===== src/rtl/i2c_pkg.sv =====
// Shared definitions for the I2C arbiter and the I2C master it feeds:
// default bus widths, arbiter state encoding and a round-robin helper.
package i2c_pkg;

  localparam int DEF_N_REQ   = 4;
  localparam int DEF_ADDR_W  = 7;
  localparam int DEF_DATA_W  = 8;
  localparam int DEF_TIMEOUT = 8192;

  // Fixed encodings so that legacy status registers can decode the state.
  localparam logic [1:0] ST_IDLE      = 2'd0;
  localparam logic [1:0] ST_START     = 2'd1;
  localparam logic [1:0] ST_WAIT_DONE = 2'd2;
  localparam logic [1:0] ST_RESP      = 2'd3;

  typedef enum logic [1:0] {
    IDLE      = ST_IDLE,
    START     = ST_START,
    WAIT_DONE = ST_WAIT_DONE,
    RESP      = ST_RESP
  } arb_state_t;

  // Next round-robin pointer after index idx, wrapping at n.
  function automatic int unsigned rr_next(input int unsigned idx, input int unsigned n);
    return (idx + 1 >= n) ? 0 : idx + 1;
  endfunction

endpackage


===== src/rtl/i2c_arbiter_if.sv =====
// Requester-side and master-side signals of the I2C arbiter in one bundle.
// The master modport is the arbiter's view; the slave modport is the view
// of the requesters and the I2C master sitting around it.
interface i2c_arbiter_if #(
  parameter int N_REQ  = 4,
  parameter int ADDR_W = 7,
  parameter int DATA_W = 8
);

  localparam int IDW = $clog2(N_REQ);

  logic [N_REQ-1:0]        req_valid;
  logic [N_REQ*ADDR_W-1:0] req_addr;
  logic [N_REQ-1:0]        req_rw;
  logic [N_REQ*DATA_W-1:0] req_wdata;
  logic [N_REQ-1:0]        req_ready;

  logic [N_REQ-1:0]        rsp_valid;
  logic [DATA_W-1:0]       rsp_rdata;
  logic                    rsp_err;

  logic [IDW-1:0]          grant_id;
  logic                    grant_valid;

  logic                    m_start;
  logic                    m_abort;
  logic [ADDR_W-1:0]       m_addr;
  logic                    m_rw;
  logic [DATA_W-1:0]       m_wdata;
  logic                    m_busy;
  logic                    m_done;
  logic                    m_nack;
  logic [DATA_W-1:0]       m_rdata;

  modport master (
    input  req_valid, req_addr, req_rw, req_wdata,
    input  m_busy, m_done, m_nack, m_rdata,
    output req_ready, rsp_valid, rsp_rdata, rsp_err,
    output grant_id, grant_valid,
    output m_start, m_abort, m_addr, m_rw, m_wdata
  );

  modport slave (
    output req_valid, req_addr, req_rw, req_wdata,
    output m_busy, m_done, m_nack, m_rdata,
    input  req_ready, rsp_valid, rsp_rdata, rsp_err,
    input  grant_id, grant_valid,
    input  m_start, m_abort, m_addr, m_rw, m_wdata
  );

endinterface


===== src/rtl/rr_picker.sv =====
// Combinational round-robin picker: starting at ptr_i, scans the request
// vector upward (wrapping) and returns the first requester found as a
// one-hot vector and as an index.
module rr_picker #(
  parameter int N_REQ = 4
) (
  input  logic [N_REQ-1:0]         req_i,
  input  logic [$clog2(N_REQ)-1:0] ptr_i,
  output logic [N_REQ-1:0]         grant_oh_o,
  output logic [$clog2(N_REQ)-1:0] grant_idx_o,
  output logic                     any_o
);

  localparam int IDW = $clog2(N_REQ);

  logic [IDW:0]   sum;
  logic [IDW-1:0] cand;
  logic           found;

  // Priority scan from the pointer; first hit wins.
  always_comb begin
    grant_oh_o  = '0;
    grant_idx_o = '0;
    found       = 1'b0;
    sum         = '0;
    cand        = '0;
    for (int i = 0; i < N_REQ; i++) begin
      sum = {1'b0, ptr_i} + (IDW+1)'(i);
      if (sum >= (IDW+1)'(N_REQ)) begin
        sum = sum - (IDW+1)'(N_REQ);
      end
      cand = sum[IDW-1:0];
      if (!found && req_i[cand]) begin
        found             = 1'b1;
        grant_idx_o       = cand;
        grant_oh_o[cand]  = 1'b1;
      end
    end
    any_o = found;
  end

endmodule


===== src/rtl/i2c_arbiter.sv =====
// Shares one I2C master between N_REQ requesters. One transaction at a time,
// round-robin grant, start/done handshake towards the master, watchdog abort
// if the master never reports done, and a one-cycle response pulse back to
// the winning requester.
//
// state     | meaning
// IDLE      | no owner; accept the round-robin winner when any request is up
// START     | owner latched; wait for the master to go idle, then pulse m_start
// WAIT_DONE | transaction in flight; watchdog running
// RESP      | pulse rsp_valid to the owner, advance the pointer past it
module i2c_arbiter
  import i2c_pkg::*;
#(
  parameter int N_REQ   = DEF_N_REQ,
  parameter int ADDR_W  = DEF_ADDR_W,
  parameter int DATA_W  = DEF_DATA_W,
  parameter int TIMEOUT = DEF_TIMEOUT
) (
  input  logic          clk,
  input  logic          rst_n,
  i2c_arbiter_if.master bus
);

  localparam int IDW = $clog2(N_REQ);
  localparam int TW  = $clog2(TIMEOUT);
  localparam logic [TW-1:0] TIMER_LAST = TW'(TIMEOUT - 1);

  arb_state_t        state_q, state_d;
  logic [IDW-1:0]    rr_ptr_q, rr_ptr_d;
  logic [IDW-1:0]    grant_id_q, grant_id_d;
  logic              grant_valid_q, grant_valid_d;
  logic [N_REQ-1:0]  req_ready_q, req_ready_d;
  logic [N_REQ-1:0]  rsp_valid_q, rsp_valid_d;
  logic [DATA_W-1:0] rsp_rdata_q, rsp_rdata_d;
  logic              rsp_err_q, rsp_err_d;
  logic              m_start_q, m_start_d;
  logic              m_abort_q, m_abort_d;
  logic [ADDR_W-1:0] m_addr_q, m_addr_d;
  logic              m_rw_q, m_rw_d;
  logic [DATA_W-1:0] m_wdata_q, m_wdata_d;
  logic [TW-1:0]     timer_q, timer_d;

  logic [N_REQ-1:0]  pick_oh;
  logic [IDW-1:0]    pick_idx;
  logic              pick_any;

  rr_picker #(
    .N_REQ (N_REQ)
  ) u_rr_picker (
    .req_i       (bus.req_valid),
    .ptr_i       (rr_ptr_q),
    .grant_oh_o  (pick_oh),
    .grant_idx_o (pick_idx),
    .any_o       (pick_any)
  );

  // Next-state and output-register logic for the arbitration FSM.
  always_comb begin
    state_d       = state_q;
    rr_ptr_d      = rr_ptr_q;
    grant_id_d    = grant_id_q;
    grant_valid_d = grant_valid_q;
    req_ready_d   = '0;
    rsp_valid_d   = '0;
    rsp_rdata_d   = rsp_rdata_q;
    rsp_err_d     = rsp_err_q;
    m_start_d     = 1'b0;
    m_abort_d     = 1'b0;
    m_addr_d      = m_addr_q;
    m_rw_d        = m_rw_q;
    m_wdata_d     = m_wdata_q;
    timer_d       = timer_q;

    unique case (state_q)
      IDLE: begin
        if (pick_any) begin
          grant_id_d    = pick_idx;
          grant_valid_d = 1'b1;
          req_ready_d   = pick_oh;
          m_addr_d      = bus.req_addr[pick_idx*ADDR_W +: ADDR_W];
          m_rw_d        = bus.req_rw[pick_idx];
          m_wdata_d     = bus.req_wdata[pick_idx*DATA_W +: DATA_W];
          state_d       = START;
        end
      end

      START: begin
        if (!bus.m_busy) begin
          m_start_d = 1'b1;
          timer_d   = '0;
          state_d   = WAIT_DONE;
        end
      end

      WAIT_DONE: begin
        // Saturate at the last count so the timer can never wrap.
        if (timer_q != TIMER_LAST) begin
          timer_d = timer_q + TW'(1);
        end
        // A done arriving on the timeout cycle still counts as a completion.
        if (bus.m_done) begin
          rsp_rdata_d = m_rw_q ? bus.m_rdata : '0;
          rsp_err_d   = bus.m_nack;
          state_d     = RESP;
        end else if (timer_q == TIMER_LAST) begin
          m_abort_d   = 1'b1;
          rsp_rdata_d = '0;
          rsp_err_d   = 1'b1;
          state_d     = RESP;
        end
      end

      RESP: begin
        rsp_valid_d[grant_id_q] = 1'b1;
        rr_ptr_d      = IDW'(rr_next(32'(grant_id_q), N_REQ));
        grant_valid_d = 1'b0;
        state_d       = IDLE;
      end

      default: begin
        state_d = IDLE;
      end
    endcase
  end

  // State registers; async assert clears everything to the idle picture.
  always_ff @(posedge clk or negedge rst_n) begin
    if (!rst_n) begin
      state_q       <= IDLE;
      rr_ptr_q      <= '0;
      grant_id_q    <= '0;
      grant_valid_q <= 1'b0;
      req_ready_q   <= '0;
      rsp_valid_q   <= '0;
      rsp_rdata_q   <= '0;
      rsp_err_q     <= 1'b0;
      m_start_q     <= 1'b0;
      m_abort_q     <= 1'b0;
      m_addr_q      <= '0;
      m_rw_q        <= 1'b0;
      m_wdata_q     <= '0;
      timer_q       <= '0;
    end else begin
      state_q       <= state_d;
      rr_ptr_q      <= rr_ptr_d;
      grant_id_q    <= grant_id_d;
      grant_valid_q <= grant_valid_d;
      req_ready_q   <= req_ready_d;
      rsp_valid_q   <= rsp_valid_d;
      rsp_rdata_q   <= rsp_rdata_d;
      rsp_err_q     <= rsp_err_d;
      m_start_q     <= m_start_d;
      m_abort_q     <= m_abort_d;
      m_addr_q      <= m_addr_d;
      m_rw_q        <= m_rw_d;
      m_wdata_q     <= m_wdata_d;
      timer_q       <= timer_d;
    end
  end

  assign bus.req_ready   = req_ready_q;
  assign bus.rsp_valid   = rsp_valid_q;
  assign bus.rsp_rdata   = rsp_rdata_q;
  assign bus.rsp_err     = rsp_err_q;
  assign bus.grant_id    = grant_id_q;
  assign bus.grant_valid = grant_valid_q;
  assign bus.m_start     = m_start_q;
  assign bus.m_abort     = m_abort_q;
  assign bus.m_addr      = m_addr_q;
  assign bus.m_rw        = m_rw_q;
  assign bus.m_wdata     = m_wdata_q;

  a_ready_onehot: assert property (@(posedge clk) disable iff (!rst_n) $onehot0(req_ready_q));
  a_rsp_onehot:   assert property (@(posedge clk) disable iff (!rst_n) $onehot0(rsp_valid_q));
  a_start_abort:  assert property (@(posedge clk) disable iff (!rst_n) !(m_start_q && m_abort_q));

endmodule

===== src/flat_wrapper.sv =====
// flat-port wrapper written by rule: the top's interface ports become plain ports
module i2c_arbiter_flat import i2c_pkg::*;
#(
  parameter int N_REQ   = DEF_N_REQ,
  parameter int ADDR_W  = DEF_ADDR_W,
  parameter int DATA_W  = DEF_DATA_W,
  parameter int TIMEOUT = DEF_TIMEOUT
)
  (clk, rst_n, bus_req_valid, bus_req_addr, bus_req_rw, bus_req_wdata, bus_m_busy, bus_m_done, bus_m_nack, bus_m_rdata, bus_req_ready, bus_rsp_valid, bus_rsp_rdata, bus_rsp_err, bus_grant_id, bus_grant_valid, bus_m_start, bus_m_abort, bus_m_addr, bus_m_rw, bus_m_wdata);
  i2c_arbiter_if #(.N_REQ(N_REQ), .ADDR_W(ADDR_W), .DATA_W(DATA_W)) bus_i ();
  input  logic clk;
  input  logic rst_n;
  input wire logic [$bits(bus_i.req_valid)-1:0] bus_req_valid;
  input wire logic [$bits(bus_i.req_addr)-1:0] bus_req_addr;
  input wire logic [$bits(bus_i.req_rw)-1:0] bus_req_rw;
  input wire logic [$bits(bus_i.req_wdata)-1:0] bus_req_wdata;
  input wire logic [$bits(bus_i.m_busy)-1:0] bus_m_busy;
  input wire logic [$bits(bus_i.m_done)-1:0] bus_m_done;
  input wire logic [$bits(bus_i.m_nack)-1:0] bus_m_nack;
  input wire logic [$bits(bus_i.m_rdata)-1:0] bus_m_rdata;
  output wire logic [$bits(bus_i.req_ready)-1:0] bus_req_ready;
  output wire logic [$bits(bus_i.rsp_valid)-1:0] bus_rsp_valid;
  output wire logic [$bits(bus_i.rsp_rdata)-1:0] bus_rsp_rdata;
  output wire logic [$bits(bus_i.rsp_err)-1:0] bus_rsp_err;
  output wire logic [$bits(bus_i.grant_id)-1:0] bus_grant_id;
  output wire logic [$bits(bus_i.grant_valid)-1:0] bus_grant_valid;
  output wire logic [$bits(bus_i.m_start)-1:0] bus_m_start;
  output wire logic [$bits(bus_i.m_abort)-1:0] bus_m_abort;
  output wire logic [$bits(bus_i.m_addr)-1:0] bus_m_addr;
  output wire logic [$bits(bus_i.m_rw)-1:0] bus_m_rw;
  output wire logic [$bits(bus_i.m_wdata)-1:0] bus_m_wdata;
  assign bus_i.req_valid = bus_req_valid;
  assign bus_i.req_addr = bus_req_addr;
  assign bus_i.req_rw = bus_req_rw;
  assign bus_i.req_wdata = bus_req_wdata;
  assign bus_i.m_busy = bus_m_busy;
  assign bus_i.m_done = bus_m_done;
  assign bus_i.m_nack = bus_m_nack;
  assign bus_i.m_rdata = bus_m_rdata;
  assign bus_req_ready = bus_i.req_ready;
  assign bus_rsp_valid = bus_i.rsp_valid;
  assign bus_rsp_rdata = bus_i.rsp_rdata;
  assign bus_rsp_err = bus_i.rsp_err;
  assign bus_grant_id = bus_i.grant_id;
  assign bus_grant_valid = bus_i.grant_valid;
  assign bus_m_start = bus_i.m_start;
  assign bus_m_abort = bus_i.m_abort;
  assign bus_m_addr = bus_i.m_addr;
  assign bus_m_rw = bus_i.m_rw;
  assign bus_m_wdata = bus_i.m_wdata;
  i2c_arbiter #(.N_REQ(N_REQ), .ADDR_W(ADDR_W), .DATA_W(DATA_W), .TIMEOUT(TIMEOUT)) u_core (.clk(clk), .rst_n(rst_n), .bus(bus_i));
endmodule

===== config.mk =====
export PLATFORM = sky130hd
export DESIGN_NAME = i2c_arbiter_flat
export DESIGN_NICKNAME = d
export VERILOG_FILES = /design/src/rtl/i2c_pkg.sv /design/src/rtl/i2c_arbiter_if.sv /design/src/rtl/rr_picker.sv /design/src/rtl/i2c_arbiter.sv /design/src/flat_wrapper.sv
export SDC_FILE = /design/constraint.sdc
export NUM_CORES = 1
export LEC_CHECK = 0
export ABC_AREA = 1
export BUFFER_PORTS_ARGS = -buffer_cell sky130_fd_sc_hd__buf_2
export CAP_MARGIN = 20
export CORE_AREA = 8 8 101 103
export CTS_BUF_LIST = sky130_fd_sc_hd__clkbuf_8
export DETAILED_ROUTE_END_ITERATION = 12
export DIE_AREA = 0 0 109 111
export PLACE_DENSITY_LB_ADDON = 0.05
export RECOVER_POWER = 100
export SKIP_CTS_REPAIR_TIMING = 1
export SYNTH_ARGS = -nofsm -noshare
export SYNTH_HDL_FRONTEND = slang
export SYNTH_HIERARCHICAL = 1
export SYNTH_SLANG_ARGS = --single-unit
export TNS_END_PERCENT = 100

===== constraint.sdc =====
create_clock -name clk -period 2.74 [get_ports clk]
set_input_delay 0.822 -clock clk [delete_from_list [all_inputs] [get_ports clk]]
set_output_delay 0.822 -clock clk [all_outputs]
set_load 0.01 [all_outputs]

---- Word level (Yosys, flattened, before mapping) ----
Cells that the tools add are included.
W data, S select, Z words.
word-level totals
  word-level logic and storage cells ...... 134
  output and inout bits ................... 38
  register bits ........................... 55
operators by class
  multipliers ............................. 1
  shifts and indexed selects .............. 2
  add/sub/neg operators ................... 9
  bitwise gates (word level) .............. 3
  muxes and demuxes ....................... 60
  reductions and logical operators ........ 20
  equal/unequal tests ..................... 9
  order comparisons ....................... 16
operator list
  kind                     number
  $shiftx A32 B6 Y8        1
  $mux W4                  7
  $shiftx A28 B6 Y7        1
  $mux W13                 2
  $mux W2                  13
  $pmux W13 S2             1
  $mux W8                  3
  $mux W1                  22
  $lt A2 B3 Y1 const B     6
  $add A13 B1 Y13 const B  1
  $eq A13 B13 Y1 const B   1
  $ne A13 B13 Y1 const B   1
  $ge A3 B3 Y1 const B     4
  $or A4 B4 Y4             3
  $bmux W1 S2              5
  $demux W1 S2             5
  $ge A2 B1 Y1 const B     5
  $logic_and A1 B1 Y1      8
  $pmux W2 S4              1
  $sub A2 B1 Y2 const B    4
  $add A2 B1 Y3 const B    2
  $add A2 B2 Y3 const B    2
  $reduce_and A2 Y1        3
  $reduce_and A3 Y1        2
  11 further kinds         17

---- Logic depth before layout (Yosys ltp) ----
Gate-level depths: netlist of the first run.
  word-level depth ........................ 16
  gate-level depth with buffers ........... 15
  gate-level depth less buffers ........... 12

---- Cells and area by module ----
Netlist of the first run, hierarchy kept.
modules (own cells, without submodules)
  module       cells each  area an instance (µm²)  sequential area each (µm²)  times used
  i2c_arbiter  383         2936.6                  1376.3                      1
  rr_picker    74          440.4                   0.0                         1

---- Worst setup path after synthesis of the first run ----
OpenSTA, ideal clock, no wires.
  kind .................................... register -> register
  from .................................... reg u_core.rr_ptr_q[0]
  to ...................................... reg u_core.m_addr_q[0], in the netlist u_core/bus.m_addr[0]
  library setup time ...................... 0.082 ns
  stages on the path, launching flop included .. 15
  required time ........................... 2.658 ns
  arrival ................................. 2.373 ns
  clock period less this slack ............ 2.455 ns
  slack ................................... 0.285 ns
  cell sequence ........................... dfrtp_1 inv_2 ha_1 inv_1 nand3_1 nand2_1 nor2_1 a21oi_1 nand3_1 buf_4 clkinv_1 buf_2 nor2_1 o21ai_0 a31oi_1
between the ends
  word-level cells in the longest chain between the ends .. 16
  elaborated cells between the ends (all ways) .. 40
  those cells by class .................... add/sub: 7; mul: 1; order compare: 4; shift: 1; mux: 20; reduce/logical: 7
ends and longest elaborated chain
  element                                                                 RTL line            RTL
  start, declared                                                         i2c_arbiter.sv:29   logic [IDW-1:0] rr_ptr_q, rr_ptr_d;
  start signal, assigned                                                  i2c_arbiter.sv:145  rr_ptr_q <= rr_ptr_d;
  parallel branches: the longest is 13 deep, another holds $add A2 B1 Y3  -
  $mux W2 (*)                                                             rr_picker.sv:33     if (!found && req_i[cand]) begin
  net u_core.pick_idx[1]                                                  i2c_arbiter.sv:44   logic [IDW-1:0] pick_idx;
  $mul A2 B3 Y5 (*)                                                       i2c_arbiter.sv:80   m_addr_d = bus.req_addr[pick_idx*ADDR_W +: ADDR_W];
  $shiftx A28 B6 Y7 (*)                                                   i2c_arbiter.sv:80
  end signal, assigned                                                    i2c_arbiter.sv:154  m_addr_q <= m_addr_d;
  end, declared                                                           i2c_arbiter.sv:38   logic [ADDR_W-1:0] m_addr_q, m_addr_d;
Mark *: on every way through the listed nets, which the timed path passes. The select of a mux whose other input is x is not followed.
A chain may end at the register's enable or synchronous reset.

---- Worst setup path in the final report of the first run ----
  from .................................... reg u_core.rr_ptr_q[0]
  to ...................................... reg u_core.m_addr_q[1], in the netlist u_core/bus.m_addr[1]
The elaborated chain is that of the path after synthesis.

==> run summary, run 1 <==
STATUS
-------------------------------------------------------------------------------------
Run status                                                                  completed

SETUP PATH
-------------------------------------------------------------------------------------
Critical Path RT                                                              2980 ps
CP Capture Point                                                         u_core/bus.m_addr[1]
Beginning of the critical path                                           u_core/rr_ptr_q[0]
Worst reg2reg setup slack                                                      250 ps
Cell depth of the worst flop-to-flop path                                          13
Maximum fanout along the worst path                                                32
End of the worst register-to-register path                               u_core/bus.m_addr[1]
Sort of element at the start of the critical path                           flip-flop
Reg2Reg Launch Point                                                     u_core/rr_ptr_q[0]
Critical path capture point type                                            flip-flop
Class of the most critical setup path                                         reg2reg
WP data arrival                                                               2730 ps

CLOCK TREE
-------------------------------------------------------------------------------------
Clock transition at path regs                                                  110 ps
CTS tree                                                                        built
Level count of the clock H-tree                                                     2
Maximum buffer depth of the clock tree                                              2
CTS sink cnt                                                                       55
CTS root buf                                                             sky130_fd_sc_hd__clkbuf_8
Number of CTS-inserted buffers                                                      5
Clock latency at the later pin of the worst-skew pair                          310 ps

PLACEMENT
-------------------------------------------------------------------------------------
PortBufs                                                                          118
Half-perimeter wire length of the detailed placement result                   7300 µm
Placed cell count                                                                 674
Placer congestion estimate                                                      0.820

WORST HOLD PATH
-------------------------------------------------------------------------------------
Min-Delay Path Depth                                                                2
Hold/Removal Path Class                                                       reg2reg
Worst Min Path Start                                                     u_core/timer_q[12]

GLOBAL ROUTING
-------------------------------------------------------------------------------------
Maximum number of pins on one net before global-route repair                       34
Via count of the first global-routing pass                                       3362
Total GRT Usage                                                                 0.161
Remaining global-route overflow                                                     0
First-pass GRT wire length                                                   15900 µm
Initial antenna violation count                                                     0

YOSYS
-------------------------------------------------------------------------------------
Number of enable-type register cells in the synthesized netlist                     0
Main area contributors after synthesis                                   sky130_fd_sc_hd__dfrtp_1 (41%), sky130_fd_sc_hd__nor2_1 (11%), sky130_fd_sc_hd__nand2_1 (8.9%), sky130_fd_sc_hd__o21ai_0 (6.2%), sky130_fd_sc_hd__ha_1 (5.6%)
Synth Cell Area                                                              3380 µm²
Fraction of synthesis flops using an asynchronous set or reset pin               1.00
Avg Cell Area, Syn                                                           7.39 µm²
Proportion of netlist area held by the largest area contributor                 0.408
Yosys warning total                                                                 6
Gate count of the mapped netlist                                                  457
Post-synth top area cell                                                 sky130_fd_sc_hd__dfrtp_1
Number of synthesized register bits                                                55
Proportion of synthesized chip area in sequential cells                         0.408
Post-synth net total                                                              553
Distinct cell type count of the synthesized netlist                                29
Prevailing post-synth register cell                                      sky130_fd_sc_hd__dfrtp_1

STA
-------------------------------------------------------------------------------------
Tightest slew margin relative to the limit                                      0.143
Final-report hold violation count                                                   0
Fin. max-slew vios                                                                  0
RSZ-0062 raised after global routing                                            false
Post-Route Setup TNS                                                             0 ps
Worst slew pin tran                                                           1290 ps
Maximum frequency from static timing analysis                                 402 MHz
Final setup viols                                                                   0
Worst-case clock skew                                                         11.9 ps
Post-layout min period                                                        2490 ps
Worst slack on hold paths                                                      504 ps
Final cycle utilization of the critical path                                    0.908

FINAL LAYOUT
-------------------------------------------------------------------------------------
Most frequent cells in the layout                                        sky130_fd_sc_hd__nor2_1 (97), sky130_fd_sc_hd__nand2_1 (82), sky130_fd_sc_hd__buf_2 (79)
Filler instances                                                                  941
Net count reported at finish                                                      669
Final cell count without fillers                                                  682
Most frequent standard cell in the layout excluding fill and tap cells   sky130_fd_sc_hd__nor2_1
Proportion of layout cells with a drive suffix above 1                          0.202
Total inserted antenna cells                                                        0
Area growth syn-to-layout                                                       21.3%

DIE
-------------------------------------------------------------------------------------
Starting density of the core                                                    0.395
Die ar.                                                                     12100 µm²
Chip height                                                                    111 µm
I/O pin count                                                                     119
Total number of placement rows                                                     34
Core area                                                                    8550 µm²
X dimension of the die                                                         109 µm

DRT
-------------------------------------------------------------------------------------
Total detailed-routing wirelength                                             9550 µm
Routed vias/inst                                                                 4.82
DRC viols                                                                           0
Via Count                                                                        3288
Average detailed-routed wire length per instance                              14.0 µm
Drt pass-1 iters                                                                    4
Number of DRC markers after the initial detailed-route iteration                  135
Remaining antenna violation count                                                   0

RUN
-------------------------------------------------------------------------------------
Max-capacitance violation count                                                     0

POWER
-------------------------------------------------------------------------------------
Total power density per cell area                                         1200 nW/µm²
Leak                                                                          2.08 nW
Total design power                                                            4.91 mW
VDD IR max                                                                   0.794 mV

-- cells in the mapped netlist (5+ instances only) --
cell type	number
sky130_fd_sc_hd__clkbuf_1	7
sky130_fd_sc_hd__o21ai_0	42
sky130_fd_sc_hd__inv_1	35
sky130_fd_sc_hd__nand2_1	80
sky130_fd_sc_hd__ha_1	15
sky130_fd_sc_hd__a31oi_1	17
sky130_fd_sc_hd__dfrtp_1	55
sky130_fd_sc_hd__nor2_1	97
sky130_fd_sc_hd__nand2_2	8
sky130_fd_sc_hd__nand3_1	33
sky130_fd_sc_hd__nand4_1	16
sky130_fd_sc_hd__buf_2	7
sky130_fd_sc_hd__xor2_1	5
sky130_fd_sc_hd__a21oi_1	8
-- routing by layer --
metal  share of wire  vias to the layer above  GRT usage
li1                -                     1719          -
met2            0.48                       81      0.270
met5               0                        -          0
met1            0.45                     1476      0.196
met4           0.018                        0     0.0511
met3           0.050                       12     0.0372
-- how the worst min path moves through the flow --
stage	endpoint	slack, ps
floorplan	u_core/timer_q[12]	450
global placement	u_core/timer_q[12]	480
detailed placement	u_core/bus.rsp_rdata[2]	480
global route	u_core/bus.rsp_rdata[0]	540
CTS	u_core/bus.m_wdata[7]	500
finish	u_core/timer_q[12]	500
-- kinds of logic (layout without fill, tap and decap cells) --
| group | Yosys count | count (layout) | synth area share |
|---|---|---|---|
| xor gates and xnor gates | 5 | 5 | 0.0130 |
| buffers and inverters | 60 | 177 | 0.0760 |
| AOI/OAI and AO/OA | 76 | 76 | 0.123 |
| adders and majority gates | 15 | 15 | 0.0556 |
| and+or+nand+nor | 246 | 246 | 0.325 |
| DFF | 55 | 55 | 0.408 |
-- critical path: stages, from the launching register on --
cell                      delay [ps]
sky130_fd_sc_hd__dfrtp_1         380
sky130_fd_sc_hd__inv_2           110
sky130_fd_sc_hd__ha_1            370
sky130_fd_sc_hd__inv_1           100
sky130_fd_sc_hd__nand3_1          90
sky130_fd_sc_hd__nand2_1          50
sky130_fd_sc_hd__nor2_1          270
sky130_fd_sc_hd__a21oi_1         110
sky130_fd_sc_hd__nand3_1         130
sky130_fd_sc_hd__buf_4           330
sky130_fd_sc_hd__nor2_1           90
sky130_fd_sc_hd__nor2_1          100
sky130_fd_sc_hd__o21ai_0         100
sky130_fd_sc_hd__a31oi_1         180
-- stage by stage --
stage	setup WS, ps	utilization	cell area, µm²
after floorplan	285	-	3380
after global routing	18.0	0.479	4100
final	252	0.479	4100
after global placement	165	0.478	4090
after detailed placement	88.2	0.478	4090
after CTS	271	0.489	4180
-- state kept, by name, indices dropped and copies added, names as in the netlist --
signal,flops
u_core/timer_q,13
u_core/bus.m_abort,1
u_core/bus.m_wdata,8
u_core/rr_ptr_q,2
u_core/bus.grant_id,2
u_core/state_q,2
u_core/bus.rsp_valid,4
u_core/bus.m_addr,7
u_core/bus.grant_valid,1
u_core/bus.m_start,1
u_core/bus.req_ready,4
u_core/bus.rsp_rdata,8
u_core/bus.m_rw,1
u_core/bus.rsp_err,1
-- power by group --
group          switching [mW]  internal (mW)
Combinational            2.06           1.08
Sequential              0.190           1.11
Clock                   0.287          0.186
Total                    2.54           2.37
-- cell type report --
cell class                 instances  area, µm²  area share
clock inverter                     3       22.5     0.00550
inverter                          40        150      0.0367
sequential                        55       1380       0.336
clock buffer                       5       68.8      0.0168
tap                              108        135      0.0330
timing repair buffer             129        614       0.150
multi-input combinational        342       1730       0.422
Note: power is estimated with default switching activity, not from simulation.
==> inputs of run 2 (changes only) <==
--- a/config.mk
+++ b/config.mk
@@ -6,14 +6,14 @@
 export NUM_CORES = 1
 export LEC_CHECK = 0
 export ABC_AREA = 1
-export BUFFER_PORTS_ARGS = -buffer_cell sky130_fd_sc_hd__buf_2
 export CAP_MARGIN = 20
-export CORE_AREA = 8 8 101 103
+export CORE_AREA = 8 8 92 94
 export CTS_BUF_LIST = sky130_fd_sc_hd__clkbuf_8
 export DETAILED_ROUTE_END_ITERATION = 12
-export DIE_AREA = 0 0 109 111
+export DIE_AREA = 0 0 100 102
+export DONT_BUFFER_PORTS = 1
 export PLACE_DENSITY_LB_ADDON = 0.05
-export RECOVER_POWER = 100
+export RECOVER_POWER = 50
 export SKIP_CTS_REPAIR_TIMING = 1
 export SYNTH_ARGS = -nofsm -noshare
 export SYNTH_HDL_FRONTEND = slang
==> run 2 against run 1 <==
Effect of this change: sequential share of layout area is 4.7 points higher; wire length is 11% lower; global-route usage is 0.14 points higher; hold slack worse by 310 ps; sequential cell count stayed put; register-to-register slack better by 50 ps; combinational power is 8.9% lower; cell area is 12% lower; final cell count is 19% lower; via count is 11% lower; count of clock-buffer cells in the layout stayed put; critical endpoint is now u_core/bus.m_rw.
==> run summary, run 2 (synthesis results as in run 1) <==
FINAL LAYOUT
-------------------------------------------------------------------------------------
Core utilization of the finished layout                                         0.509   was 0.479
Final design instance area without fill                                      3590 µm²   was 4100 µm²
Proportion of layout cells with a drive suffix above 1                         0.0987   was 0.202
Most frequent cells in the layout                                        sky130_fd_sc_hd__nor2_1 (97), sky130_fd_sc_hd__nand2_1 (80), sky130_fd_sc_hd__dfrtp_1 (55)   was sky130_fd_sc_hd__nor2_1 (97), sky130_fd_sc_hd__nand2_1 (82), sky130_fd_sc_hd__buf_2 (79)
Net count reported at finish                                                      551   was 669
Largest reg by FF count                                                  u_core/timer_q   unchanged
Max reg flops                                                                      13   unchanged
Most frequent standard cell in the layout excluding fill and tap cells   sky130_fd_sc_hd__nor2_1   unchanged
Area growth syn-to-layout                                                       6.30%   was 21.3%
Total inserted antenna cells                                                        0   unchanged

DRT
-------------------------------------------------------------------------------------
Drt pass-1 iters                                                                    4   unchanged
Remaining antenna violation count                                                   0   unchanged
Number of DRC markers after the initial detailed-route iteration                  135   unchanged
DRC viols                                                                           0   unchanged
Via Count                                                                        2917   was 3288
Average detailed-routed wire length per instance                              15.3 µm   was 14.0 µm
Routed vias/inst                                                                 5.26   was 4.82
Total detailed-routing wirelength                                             8500 µm   was 9550 µm

GLOBAL ROUTING
-------------------------------------------------------------------------------------
Maximum number of pins on one net before global-route repair                       56   was 34
Via count of the first global-routing pass                                       2814   was 3362
Initial antenna violation count                                                     0   unchanged
Total GRT Usage                                                                 0.163   was 0.161
First-pass GRT wire length                                                   13600 µm   was 15900 µm
Remaining global-route overflow                                                     0   unchanged

DIE
-------------------------------------------------------------------------------------
Chip height                                                                    102 µm   was 111 µm
Core area                                                                    7060 µm²   was 8550 µm²
Total number of placement rows                                                     31   was 34
Starting density of the core                                                    0.478   was 0.395
X dimension of the die                                                         100 µm   was 109 µm
I/O pin count                                                                     119   unchanged
Die ar.                                                                     10200 µm²   was 12100 µm²

STA
-------------------------------------------------------------------------------------
Final-report hold violation count                                                   0   unchanged
Setup ws final                                                                 307 ps   was 252 ps
Worst-case clock skew                                                         12.0 ps   was 11.9 ps
RSZ-0062 raised after global routing                                            false   unchanged
Maximum frequency from static timing analysis                                 411 MHz   was 402 MHz
Post-layout min period                                                        2430 ps   was 2490 ps
Tightest slew margin relative to the limit                                      0.678   was 0.143
Worst slew pin tran                                                            483 ps   was 1290 ps
Fin. max-slew vios                                                                  0   unchanged
Final setup viols                                                                   0   unchanged
Final cycle utilization of the critical path                                    0.888   was 0.908
Post-Route Setup TNS                                                             0 ps   unchanged

STATUS
-------------------------------------------------------------------------------------
Run status                                                                  completed   unchanged

SETUP PATH
-------------------------------------------------------------------------------------
Maximum fanout along the worst path                                                33   was 32
End of the worst register-to-register path                               u_core/bus.m_rw   was u_core/bus.m_addr[1]
Critical path capture point type                                            flip-flop   unchanged
Critical Path RT                                                              2980 ps   about the same
WP data arrival                                                               2680 ps   was 2730 ps
Beginning of the critical path                                           u_core/rr_ptr_q[1]   was u_core/rr_ptr_q[0]
Class of the most critical setup path                                         reg2reg   unchanged
Reg2Reg Launch Point                                                     u_core/rr_ptr_q[1]   was u_core/rr_ptr_q[0]
Sort of element at the start of the critical path                           flip-flop   unchanged
Worst reg2reg setup slack                                                      310 ps   was 250 ps
Cell depth of the worst flop-to-flop path                                          11   was 13
CP Capture Point                                                         u_core/bus.m_rw   was u_core/bus.m_addr[1]

PLACEMENT
-------------------------------------------------------------------------------------
Placed instance area                                                         3490 µm²   was 4090 µm²
PortBufs                                                                            0   was 118
Pre-CTS setup slack                                                            192 ps   was 88.2 ps
Placer congestion estimate                                                      0.850   was 0.820
Half-perimeter wire length of the detailed placement result                   6420 µm   was 7300 µm

RUN
-------------------------------------------------------------------------------------
Max-capacitance violation count                                                     0   unchanged

CLOCK TREE
-------------------------------------------------------------------------------------
Clock transition at path regs                                                  110 ps   about the same
Level count of the clock H-tree                                                     2   unchanged
CTS sink cnt                                                                       55   unchanged
Clock latency at the later pin of the worst-skew pair                          310 ps   about the same
CTS root buf                                                             sky130_fd_sc_hd__clkbuf_8   unchanged
CTS tree                                                                        built   unchanged
Maximum buffer depth of the clock tree                                              2   unchanged
Number of CTS-inserted buffers                                                      5   unchanged

POWER
-------------------------------------------------------------------------------------
Total power density per cell area                                         1340 nW/µm²   was 1200 nW/µm²
Total design power                                                            4.81 mW   was 4.91 mW
VDD IR max                                                                    1.76 mV   was 0.794 mV
Leak                                                                          1.73 nW   was 2.08 nW

WORST HOLD PATH
-------------------------------------------------------------------------------------
Hold/Removal Path Class                                                      in2async   was reg2reg

run 2: how the worst min path moves through the flow:
stage / to / slack [ps] / cells after the start
floorplan: u_core/timer_q[12] / 450 / 2
detailed placement: u_core/timer_q[12] / 480 / 2
CTS: u_core/timer_q[11] / 180 / 0
finish: u_core/timer_q[6] / 190 / 0
global route: u_core/bus.rsp_rdata[7] / 160 / 0
global placement: u_core/timer_q[12] / 480 / 2
run 2: area by class of cell:
type / instances / area (µm²)
Sequential cell: 55 / 1380
Fill cell: 730 / 3470
Multi-Input combinational cell: 342 / 1740
Tap cell: 99 / 124
Inverter: 40 / 154
Clock buffer: 5 / 68.8
Timing Repair Buffer: 11 / 95.1
Clock inverter: 3 / 27.5
run 2: stage by stage:
stage / hold WS (ps) / instances
2_1_floorplan: 453 / 457
3_3_place_gp: 481 / 547
3_5_place_dp: 483 / 547
4_1_cts: 176 / 555
5_1_grt: 159 / 555
6_report: 193 / 555
run 2: per-layer routing:
layer	GRT usage	up-vias	wire, µm
met2	0.277	81	4090
met3	0.0552	9	645
met1	0.191	1338	3660
met4	0.0442	0	112
li1	-	1489	-
met5	0	-	0
run 2: report_power, final:
part	switching, mW	internal [mW]	total, mW
Combinational	1.83	1.03	2.86
Clock	0.289	0.190	0.480
Sequential	0.363	1.11	1.47
Total	2.48	2.33	4.81
run 2: critical path: stages (launching register included):
cell,delay (ps)
sky130_fd_sc_hd__dfrtp_1,400
sky130_fd_sc_hd__inv_1,160
sky130_fd_sc_hd__ha_1,320
sky130_fd_sc_hd__inv_1,140
sky130_fd_sc_hd__nand3_1,90
sky130_fd_sc_hd__nand2_1,60
sky130_fd_sc_hd__nor2_1,60
sky130_fd_sc_hd__a21oi_1,150
sky130_fd_sc_hd__nand3_1,220
sky130_fd_sc_hd__inv_2,400
sky130_fd_sc_hd__o21ai_0,210
sky130_fd_sc_hd__a31oi_1,160
==> inputs of run 3 (changes only) <==
--- a/config.mk
+++ b/config.mk
@@ -7,10 +7,10 @@
 export LEC_CHECK = 0
 export ABC_AREA = 1
 export CAP_MARGIN = 20
-export CORE_AREA = 8 8 92 94
+export CORE_AREA = 8 8 88 90
 export CTS_BUF_LIST = sky130_fd_sc_hd__clkbuf_8
 export DETAILED_ROUTE_END_ITERATION = 12
-export DIE_AREA = 0 0 100 102
+export DIE_AREA = 0 0 96 98
 export DONT_BUFFER_PORTS = 1
 export PLACE_DENSITY_LB_ADDON = 0.05
 export RECOVER_POWER = 50
==> run 3 against run 2 <==
Effect of this change: via count decreased by 0.51%; count of clock-buffer cells in the layout increased by 1; global-route usage increased by 1.2 points; clock skew increased by 3.9 ps; clock power decreased by 2%; sequential cell count unchanged; utilization increased by 3.6 points; wire length decreased by 3.4%; non-clock buffer count decreased by 2; combinational power decreased by 3%; critical endpoint is now u_core/bus.m_addr[3]; largest cell class unchanged.
==> run summary, run 3 (synthesis results as in run 1) <==
PLACEMENT
-------------------------------------------------------------------------------------
Half-perimeter wire length of the detailed placement result                   6230 µm   was 6420 µm
PortBufs                                                                            0   unchanged
Placed cell count                                                                 526   was 547
Placer congestion estimate                                                      0.801   was 0.850
Placed instance area                                                         3440 µm²   was 3490 µm²

FINAL LAYOUT
-------------------------------------------------------------------------------------
Final design instance area without fill                                      3540 µm²   was 3590 µm²
Filler instances                                                                  645   was 730
Final cell count without fillers                                                  534   was 555
Largest reg by FF count                                                  u_core/timer_q   unchanged
Max reg flops                                                                      13   unchanged
Net count reported at finish                                                      549   was 551
Core utilization of the finished layout                                         0.545   was 0.509
Most frequent standard cell in the layout excluding fill and tap cells   sky130_fd_sc_hd__nor2_1   unchanged
Area growth syn-to-layout                                                       4.74%   was 6.30%
Area of combinational cells with multiple inputs                             1740 µm²   unchanged
Total inserted antenna cells                                                        0   unchanged
FF/Latch Area                                                                1380 µm²   unchanged
Proportion of layout cells with a drive suffix above 1                         0.0925   was 0.0987
Most frequent cells in the layout                                        sky130_fd_sc_hd__nor2_1 (97), sky130_fd_sc_hd__nand2_1 (80), sky130_fd_sc_hd__dfrtp_1 (55)   unchanged

STA
-------------------------------------------------------------------------------------
Worst slack on hold paths                                                      192 ps   was 193 ps
Worst-case clock skew                                                         15.9 ps   was 12.0 ps
Maximum frequency from static timing analysis                                 413 MHz   was 411 MHz
Worst slew pin tran                                                            448 ps   was 483 ps
Final-report hold violation count                                                   0   unchanged
Final cycle utilization of the critical path                                    0.885   was 0.888
Tightest slew margin relative to the limit                                      0.701   was 0.678
Post-Route Setup TNS                                                             0 ps   unchanged
RSZ-0062 raised after global routing                                            false   unchanged
Fin. max-slew vios                                                                  0   unchanged
Post-layout min period                                                        2420 ps   was 2430 ps
Final setup viols                                                                   0   unchanged

DRT
-------------------------------------------------------------------------------------
Routed vias/inst                                                                 5.43   was 5.26
Drt pass-1 iters                                                                    4   unchanged
Number of DRC markers after the initial detailed-route iteration                  128   was 135
Remaining antenna violation count                                                   0   unchanged
Total detailed-routing wirelength                                             8210 µm   was 8500 µm
Average detailed-routed wire length per instance                              15.4 µm   was 15.3 µm
DRC viols                                                                           0   unchanged
Via Count                                                                        2902   was 2917

GLOBAL ROUTING
-------------------------------------------------------------------------------------
Remaining global-route overflow                                                     0   unchanged
Initial antenna violation count                                                     0   unchanged
Maximum number of pins on one net before global-route repair                       56   unchanged
First-pass GRT wire length                                                   13500 µm   was 13600 µm
Via count of the first global-routing pass                                       2797   was 2814
Total GRT Usage                                                                 0.175   was 0.163

RUN
-------------------------------------------------------------------------------------
Max-capacitance violation count                                                     0   unchanged

CLOCK TREE
-------------------------------------------------------------------------------------
Clock transition at path regs                                                  110 ps   about the same
Level count of the clock H-tree                                                     2   unchanged
Clock latency at the later pin of the worst-skew pair                          310 ps   about the same
Maximum buffer depth of the clock tree                                              2   unchanged
CTS root buf                                                             sky130_fd_sc_hd__clkbuf_8   unchanged
CTS sink cnt                                                                       55   unchanged
Number of CTS-inserted buffers                                                      5   unchanged
CTS tree                                                                        built   unchanged

POWER
-------------------------------------------------------------------------------------
VDD IR max                                                                   0.790 mV   was 1.76 mV
Leak                                                                          1.71 nW   was 1.73 nW
Total power density per cell area                                         1330 nW/µm²   was 1340 nW/µm²

SETUP PATH
-------------------------------------------------------------------------------------
Maximum fanout along the worst path                                                32   was 33
Critical path capture point type                                            flip-flop   unchanged
Sort of element at the start of the critical path                           flip-flop   unchanged
WP data arrival                                                               2660 ps   was 2680 ps
Critical Path RT                                                              2970 ps   was 2980 ps
Class of the most critical setup path                                         reg2reg   unchanged

DIE
-------------------------------------------------------------------------------------
Total number of placement rows                                                     30   was 31
Starting density of the core                                                    0.520   was 0.478
Die ar.                                                                      9410 µm²   was 10200 µm²
I/O pin count                                                                     119   unchanged
X dimension of the die                                                          96 µm   was 100 µm
Chip height                                                                     98 µm   was 102 µm
Core area                                                                    6490 µm²   was 7060 µm²

STATUS
-------------------------------------------------------------------------------------
Run status                                                                  completed   unchanged

WORST HOLD PATH
-------------------------------------------------------------------------------------
Hold/Removal Path Class                                                      in2async   unchanged

run 3: cell count changes in the layout (fill, tap and decap cells not counted), sizes merged:
cell | previous run | this run
clkinv | 0 | 2
clkbuf | 5 | 6
buf | 11 | 9
inv | 41 | 39
clkinvlp | 2 | 1
run 3: layout make-up:
class | instances | area share
Inverter | 40 | 0.0424
Sequential cell | 55 | 0.389
Multi-Input combinational cell | 342 | 0.493
Clock inverter | 2 | 0.00460
Tap cell | 80 | 0.0283
Clock buffer | 6 | 0.0233
Timing Repair Buffer | 9 | 0.0191
run 3: stage by stage:
step / setup slack, ps / power, mW
6_report: 316 / 4.70
5_1_grt: 23.3 / 5.20
4_1_cts: 318 / 4.74
3_5_place_dp: 242 / 4.25
3_3_place_gp: 290 / 4.21
2_1_floorplan: 285 / 3.69
run 3: path summary, 6_finish.rpt:
| path | startpoint | endpoint | slack [ps] | depth (start not counted) |
|---|---|---|---|---|
| worst max-delay path | u_core/rr_ptr_q[0] | u_core/bus.m_addr[3] | 320 | 13 |
| worst min-delay path | rst_n | u_core/state_q[1] | 190 | 0 |
| worst max register to register | u_core/rr_ptr_q[0] | u_core/bus.m_addr[3] | 320 | 13 |
| worst min register to register | u_core/timer_q[12] | u_core/timer_q[12] | 500 | 2 |
| max in group asynchronous | rst_n | u_core/rr_ptr_q[1] | 2440 | 0 |
| min in group clk | u_core/timer_q[12] | u_core/timer_q[12] | 500 | 2 |
run 3: critical path, stage by stage (launching register included):
cell	delay (ps)
sky130_fd_sc_hd__dfrtp_1	370
sky130_fd_sc_hd__inv_2	100
sky130_fd_sc_hd__ha_1	380
sky130_fd_sc_hd__inv_1	100
sky130_fd_sc_hd__nand3_1	90
sky130_fd_sc_hd__nand2_1	60
sky130_fd_sc_hd__nor2_1	220
sky130_fd_sc_hd__a21oi_1	120
sky130_fd_sc_hd__nand3_1	130
sky130_fd_sc_hd__buf_4	320
sky130_fd_sc_hd__nor2_1	90
sky130_fd_sc_hd__nor2_1	90
sky130_fd_sc_hd__o21ai_0	100
sky130_fd_sc_hd__a31oi_1	170
run 3: per-layer routing:
| layer | share of wire | track usage | up-vias | routed length [µm] |
|---|---|---|---|---|
| met5 | 0 | 0 | - | 0 |
| met4 | 0.016 | 0.0497 | 0 | 130 |
| met3 | 0.085 | 0.0622 | 13 | 696 |
| met2 | 0.49 | 0.284 | 99 | 4010 |
| met1 | 0.41 | 0.210 | 1314 | 3380 |
| li1 | - | - | 1476 | - |
run 3: where the power goes:
group,leakage [nW],switching (mW),total (mW),internal [mW]
Combinational,0.972,1.81,2.77,0.958
Sequential,0.694,0.351,1.46,1.11
Clock,0.0474,0.263,0.470,0.207
